### src/rtl/puzzle_state_queue.sv
// rtl/puzzle_state_queue.sv - BFS work queue over a 256 x 28-bit single-port puzzle-state memory
// Optional PUZZLE_QUEUE_BYPASS_EN loads a push straight into the output register when the queue is empty.
module puzzle_state_queue #(
  parameter int DATA_W = 28,
  parameter int ADDR_W = 8
) (
  input  logic              clk,
  input  logic              rst,
  input  logic              push_valid,
  output logic              push_ready,
  input  logic [DATA_W-1:0] push_data,
  output logic              pop_valid,
  input  logic              pop_ready,
  output logic [DATA_W-1:0] pop_data,
  output logic [ADDR_W+1:0] level,
  output logic [DATA_W-1:0] mem_addr,
  output logic              mem_we,
  output logic [DATA_W-1:0] mem_wdata,
  input  logic [DATA_W-1:0] mem_rdata
);

  localparam logic [ADDR_W:0]   DEPTH_C = {1'b1, {ADDR_W{1'b0}}};
  localparam logic [ADDR_W:0]   CNT_ONE = {{ADDR_W{1'b0}}, 1'b1};
  localparam logic [ADDR_W-1:0] PTR_ONE = {{(ADDR_W-1){1'b0}}, 1'b1};

  logic [ADDR_W-1:0] head_q, head_d;
  logic [ADDR_W-1:0] tail_q, tail_d;
  logic [ADDR_W:0]   mem_count_q, mem_count_d;
  logic              pop_valid_q, pop_valid_d;
  logic [DATA_W-1:0] pop_data_q, pop_data_d;

  logic drain, rd, wr, bypass;

  always_ff @(posedge clk or posedge rst) begin
    if (rst) begin
      head_q      <= '0;
      tail_q      <= '0;
      mem_count_q <= '0;
      pop_valid_q <= 1'b0;
      pop_data_q  <= '0;
    end else begin
      head_q      <= head_d;
      tail_q      <= tail_d;
      mem_count_q <= mem_count_d;
      pop_valid_q <= pop_valid_d;
      pop_data_q  <= pop_data_d;
    end
  end

  // Reads win the single port; pushes wait while the output register can be refilled.
  always_comb begin
    drain = !pop_valid_q || pop_ready;
    rd    = (mem_count_q != '0) && drain;
`ifdef PUZZLE_QUEUE_BYPASS_EN
    bypass = (mem_count_q == '0) && drain && push_valid;
`else
    bypass = 1'b0;
`endif
    push_ready = ((mem_count_q != DEPTH_C) && !rd) || bypass;
    wr         = push_valid && push_ready && !bypass;
  end

  always_comb begin
    head_d      = head_q;
    tail_d      = tail_q;
    mem_count_d = mem_count_q;
    pop_valid_d = pop_valid_q;
    pop_data_d  = pop_data_q;
    if (rd) begin
      pop_data_d  = mem_rdata;
      pop_valid_d = 1'b1;
      head_d      = head_q + PTR_ONE;
      mem_count_d = mem_count_q - CNT_ONE;
    end else if (bypass) begin
      pop_data_d  = push_data;
      pop_valid_d = 1'b1;
    end else if (pop_ready && pop_valid_q) begin
      pop_valid_d = 1'b0;
    end
    if (wr) begin
      tail_d      = tail_q + PTR_ONE;
      mem_count_d = mem_count_q + CNT_ONE;
    end
  end

  always_comb begin
    pop_valid = pop_valid_q;
    pop_data  = pop_data_q;
    level     = {1'b0, mem_count_q} + {{(ADDR_W+1){1'b0}}, pop_valid_q};
    mem_addr  = {{(DATA_W-ADDR_W){1'b0}}, (rd ? head_q : tail_q)};
    mem_we    = wr && !rst;
    mem_wdata = push_data;
  end

endmodule
### config.mk
export PLATFORM = sky130hd
export DESIGN_NAME = puzzle_state_queue
export DESIGN_NICKNAME = d
export VERILOG_FILES = /design/src/rtl/puzzle_state_queue.sv
export SDC_FILE = /design/constraint.sdc
export NUM_CORES = 1
export LEC_CHECK = 0
export ABC_AREA = 1
export BUFFER_PORTS_ARGS = -buffer_cell sky130_fd_sc_hd__buf_4
export CAP_MARGIN = 30
export CORE_MARGIN = 8
export CORE_UTILIZATION = 50
export DETAILED_ROUTE_END_ITERATION = 7
export PLACE_DENSITY = 0.85
export SETUP_SLACK_MARGIN = 0.1
export SLEW_MARGIN = 30
export SYNTH_ARGS = -nofsm -noshare
export SYNTH_HDL_FRONTEND = slang
export SYNTH_SLANG_ARGS = --single-unit
### constraint.sdc
create_clock -name clk -period 5.3 [get_ports clk]
set_input_delay 0.265 -clock clk [delete_from_list [all_inputs] [get_ports clk]]
set_output_delay 0.265 -clock clk [all_outputs]
set_load 0.005 [all_outputs]
# Word-level counts from Yosys, hierarchy flattened
# Index checks and enable logic that the tools add are counted.
dict set report totals {
  ff_bits 54
  in_bits 60
}
dict set report classes {
  add_sub_neg 5
  n_eq_ne 1
  n_mux 5
  reduce_logical 12
}
# operator count
set ops {}
lappend ops {{9-bit two-way mux} 2}
lappend ops {{8-bit by 1-bit adder with 8-bit output (second input constant)} 2}
lappend ops {{9-bit by 1-bit adder with 10-bit output} 1}
lappend ops {{9-bit by 1-bit adder with 9-bit output (second input constant)} 1}
lappend ops {{9-bit inequality test (second input constant)} 1}
lappend ops {{9-bit nonzero test} 1}
lappend ops {{9-bit by 1-bit subtractor with 9-bit output (second input constant)} 1}
lappend ops {{8-bit two-way mux} 1}
lappend ops {{1-bit logical AND} 5}
lappend ops {{2-bit nonzero test} 2}
lappend ops {{1-bit logical NOT} 3}
lappend ops {{1-bit two-way mux} 2}
lappend ops {{1-bit logical OR} 1}

# Depth between registers and ports, before layout
dict set report logic_depth {
  ltp_word 7
  ltp_mapped 16
  depth_no_buf 16
}

# Worst setup path before layout
# Ideal clock, no wire load.
dict set report synth_path {
  path_kind {reg-to-reg}
  startpoint {register mem_count_q[6]}
  endpoint {register mem_count_q[8]}
  t_arrival_ns 2.250
  path_slack_ns 2.933
  path_stages_with_launch 15
  path_cell_list {dfrtp_1 -> nor2_2 -> nand2_2 -> nor2_4 -> nand2_2 -> nand3_4 -> inv_2 -> buf_6 -> fa_1 -> o21ai_0 -> nand2_1 -> nand3_1 -> nand2_1 -> nand2_1 -> nand2_1}
}
dict set report synth_between {
  elab_chain_cells 6
}
# element line
set synth_lines {}
lappend synth_lines {{from (decl)} 28} ;# logic [ADDR_W:0] mem_count_q, mem_count_d;
lappend synth_lines {{from (signal assigned)} 44} ;# mem_count_q <= mem_count_d;
lappend synth_lines {{9-bit nonzero test} 53} ;# rd = (mem_count_q != '0) && drain;
lappend synth_lines {{1-bit logical AND} 53}
lappend synth_lines {{1-bit logical NOT} 59} ;# push_ready = ((mem_count_q != DEPTH_C) && !rd) || bypass;
lappend synth_lines {{1-bit logical AND (*)} 59}
lappend synth_lines {{1-bit logical AND (*)} 60} ;# wr = push_valid && push_ready && !bypass;
lappend synth_lines {{via wr} 32} ;# logic drain, rd, wr, bypass;
lappend synth_lines {{9-bit two-way mux or 2-bit nonzero test (tied branches)} n/a}
# Mark *: on every way through the listed nets, which the timed path passes. The rest lies on a longest branch. The select of a mux whose other input is x is not followed.
# A chain may end at the register's enable or synchronous reset.

# Worst setup path after layout
dict set report layout_path {
  startpoint {register mem_count_q[2]}
  endpoint {register mem_count_q[8]}
}
dict set report layout_between {
  elab_chain_cells 6
}
# element
set layout_lines {}
lappend layout_lines {{parallel branches: the longest is 6 deep, another holds 9-bit by 1-bit subtractor with 9-bit output}}
# Several ways; the timed one is not identified. The select of a mux whose other input is x is not followed.

==> impl_metrics.sql <==
INSERT INTO impl_metrics (metric_group, metric, value, unit) VALUES
('logic_synthesis', 'post_synth_instance_area', '3410', 'µm²'),
('clock_network', 'ctsRootBufferMaster', 'sky130_fd_sc_hd__clkbuf_8', ''),
('setup_path', 'end_of_the_worst_register_to_register_path', 'mem_count_q[8]$_DFFE_PP0P_', ''),
('sta', 'final_number_of_hold_violating_endpoints', '0', ''),
('grt', 'gr-usage-all-layers', '16.2', '%'),
('grt', 'grt_first_pass_wirelength', '13100', 'µm'),
('setup_path', 'worst_setup_path_start_kind', 'flop', ''),
('run', 'max_cap_violations', '0', ''),
('sta', 'final_min_period_over_clock_period', '50.9', '%'),
('setup_path', 'worst_r2r_path_depth', '13', ''),
('logic_synthesis', 'proportion_of_netlist_area_held_by_the_largest_area_contributor', '39.6', '%'),
('cells_and_area', 'filler_cell_count_in_the_final_layout', '606', ''),
('cells_and_area', 'num_antenna_cells', '0', ''),
('placed_design', 'place.detailed.hpwl', '5950', 'µm'),
('setup_path', 'worstReg2RegStart', 'mem_count_q[2]$_DFFE_PP0P_', ''),
('clock_network', 'ctsResizeCount', '0', ''),
('logic_synthesis', 'synth.yosys.warnings', '0', ''),
('logic_synthesis', 'synth-compound-area-share', '5.57', '%'),
('logic_synthesis', 'post_synth_xor_area_fraction', '4.62', '%'),
('cells_and_area', 'drive_above_1_share', '22.8', '%'),
('floorplan', 'die_w', '98.6', 'µm'),
('drt', 'viasPerCell', '4.93', ''),
('cells_and_area', 'layout_common_cells', '141 x sky130_fd_sc_hd__nand2_1, 82 x sky130_fd_sc_hd__buf_4, 54 x sky130_fd_sc_hd__dfrtp_1', ''),
('power_and_ir_drop', 'leakagePower', '2.12', 'nW'),
('drt', 'wl', '7980', 'µm'),
('drt', 'wl_per_cell', '14.3', 'µm'),
('placed_design', 'placed_cells', '552', ''),
('sta', 'max_clock_freq', '371', 'MHz'),
('grt', 'grt_start_max_net_pins', '56', ''),
('placed_design', 'gp_congestion', '0.847', ''),
('logic_synthesis', 'largest_family_of_logic_cells_by_synthesized_area', 'simple AND/OR/NAND/NOR gates', ''),
('grt', 'grt_remaining_overflow', '0', ''),
('logic_synthesis', 'synth.yosys.seq_area_share', '39.6', '%'),
('floorplan', 'dieArea', '9730', 'µm²'),
('setup_path', 'worstPathArrival', '2.90', 'ns'),
('sta', 'final.min_clock_period', '2.70', 'ns'),
('sta', 'rsz0062_at_grt', 'no', ''),
('cells_and_area', 'final_common_cell', 'sky130_fd_sc_hd__nand2_1', ''),
('outcome', 'outcome', 'finished, final reports clean', ''),
('logic_synthesis', 'synth.lib_cells_used.distinct', '33', ''),
('sta', 'post-route-worst-setup-slack', '2.60', 'ns'),
('drt', 'postRouteAntennaNets', '0', ''),
('grt', 'vias_in_the_first_global_route', '2780', ''),
('setup_path', 'reg2reg_setup_slack', '2.60', 'ns'),
('sta', 'max_slew.worst_pin.slew', '0.673', 'ns'),
('logic_synthesis', 'synth_area_leaders', 'sky130_fd_sc_hd__dfrtp_1 40%, sky130_fd_sc_hd__nand2_1 16%, sky130_fd_sc_hd__buf_4 11%, sky130_fd_sc_hd__nand3_1 6.4%, sky130_fd_sc_hd__ha_1 4.0%', ''),
('power_and_ir_drop', 'total_power', '0.00175', 'W'),
('drt', 'initialDrtViolationCount', '222', ''),
('sta', 'slew_headroom', '55.1', '%'),
('setup_path', 'crit_path_max_fanout', '15', ''),
('floorplan', 'start_util', '50.8', '%'),
('placed_design', 'placement.setup.worst_slack', '2.67', 'ns'),
('min_path', 'min-delay-path-class', 'input port to asynchronous set/reset pin', ''),
('logic_synthesis', 'post_synth_and_or_nand_nor_area_fraction', '28.7', '%'),
('clock_network', 'cts_num_sinks', '54', ''),
('floorplan', 'design.core.area', '6720', 'µm²'),
('logic_synthesis', 'synth-edff-count', '0', ''),
('logic_synthesis', 'synth.largest_area_cell', 'sky130_fd_sc_hd__dfrtp_1', ''),
('logic_synthesis', 'asyncSetResetFlopFracSynth', '100', '%'),
('clock_network', 'cts_tree', 'done', ''),
('clock_network', 'clk_transition_reported_paths', '0.10', 'ns'),
('power_and_ir_drop', 'power_per_cell_area', '457', 'nW/µm²'),
('cells_and_area', 'finalNetCount', '551', ''),
('logic_synthesis', 'postSynthRegisterBits', '54', ''),
('logic_synthesis', 'synth_flop_cell', 'sky130_fd_sc_hd__dfrtp_1', ''),
('drt', 'vias_post_dr', '2757', ''),
('setup_path', 'critPathKind', 'flop to flop', ''),
('sta', 'final.hold.worst_slack', '0.138', 'ns'),
('clock_network', 'h-tree-depth', '2', ''),
('setup_path', 'crit_path_end_kind', 'flop', ''),
('logic_synthesis', 'synth_fa_ha_area_share', '4.62', '%');
==> logic make-up (layout without fill, tap and decap cells) <==
kind of cell / Yosys count / count (layout)
DFF: 54 / 54
buffers and inverters: 95 / 123
AOI/OAI and AO/OA: 30 / 30
other: 1 / 20
and+or+nand+nor: 222 / 222
xor gates and xnor gates: 18 / 18
adders and majority gates: 12 / 12
==> per-stage QoR <==
stage / area, µm² / util (%)
CTS: 3840 / 57.1
detailed placement: 3760 / 55.9
finish: 3840 / 57.1
global placement: 3760 / 55.9
global route: 3840 / 57.1
floorplan: 3490 / -
==> Yosys cell counts (4+ instances only) <==
cell type and count:
sky130_fd_sc_hd__nand4_1 5, sky130_fd_sc_hd__ha_1 11, sky130_fd_sc_hd__nor3_1 4, sky130_fd_sc_hd__nand2_1 141
sky130_fd_sc_hd__o21ai_0 11, sky130_fd_sc_hd__buf_4 51, sky130_fd_sc_hd__clkbuf_1 5, sky130_fd_sc_hd__xor2_1 15
sky130_fd_sc_hd__o21ai_2 7, sky130_fd_sc_hd__a21oi_1 5, sky130_fd_sc_hd__inv_1 33, sky130_fd_sc_hd__nor2_1 15
sky130_fd_sc_hd__dfrtp_1 54, sky130_fd_sc_hd__nand3_1 44
==> registers in the layout, summed over array words and instances, names as in the netlist <==
| signal | count |
|---|---|
| tail_q | 8 |
| pop_data | 28 |
| mem_count_q | 9 |
| head_q | 8 |
| pop_valid | 1 |
==> worst max path at each step <==
stage	to	slack, ns	from
after floorplan	mem_count_q[8]$_DFFE_PP0P_	2.93	mem_count_q[6]$_DFFE_PP0P_
final	mem_count_q[8]$_DFFE_PP0P_	2.60	mem_count_q[2]$_DFFE_PP0P_
after global placement	mem_count_q[8]$_DFFE_PP0P_	2.75	mem_count_q[5]$_DFFE_PP0P_
after global routing	mem_count_q[8]$_DFFE_PP0P_	2.35	mem_count_q[2]$_DFFE_PP0P_
after CTS	mem_addr[6]	2.59	mem_count_q[2]$_DFFE_PP0P_
after detailed placement	mem_count_q[8]$_DFFE_PP0P_	2.67	mem_count_q[2]$_DFFE_PP0P_
==> routing by layer <==
metal | GRT usage [%] | vias to the layer above | share of wire, %
met5 | 0 | - | 0
met4 | 5.55 | 0 | 1.7
met3 | 3.52 | 12 | 5.9
met2 | 29.1 | 84 | 51
met1 | 18.6 | 1272 | 41
li1 | - | 1389 | -
==> cell type report <==
type | count | area [µm²] | share of cell area [%]
multi-input combinational | 302 | 1560 | 40.7
sequential | 54 | 1350 | 35.2
timing repair buffer | 82 | 616 | 16.0
inverter | 34 | 128 | 3.32
tap | 80 | 100 | 2.61
clock buffer | 5 | 68.8 | 1.79
clock inverter | 2 | 13.8 | 0.359
==> worst max-delay path, stage by stage (launching register included) <==
cell and delay (ns):
sky130_fd_sc_hd__dfrtp_1 0.47, sky130_fd_sc_hd__nor2_1 0.17, sky130_fd_sc_hd__nand2_2 0.11, sky130_fd_sc_hd__nor2_4 0.15
sky130_fd_sc_hd__nand2_2 0.08, sky130_fd_sc_hd__nand3_4 0.20, sky130_fd_sc_hd__inv_2 0.16, sky130_fd_sc_hd__fa_1 0.45
sky130_fd_sc_hd__o21ai_0 0.39, sky130_fd_sc_hd__nand2_1 0.12, sky130_fd_sc_hd__nand3_1 0.12, sky130_fd_sc_hd__nand2_1 0.07
sky130_fd_sc_hd__nand2_1 0.06, sky130_fd_sc_hd__nand2_1 0.04
==> power breakdown <==
part	internal (W)	switching (W)	leakage [nW]
sequential	0.000529	0.000122	0.659
clock	0.0000917	0.000135	0.0444
combinational	0.000390	0.000485	1.42
Note: power is estimated with default switching activity, not from simulation.
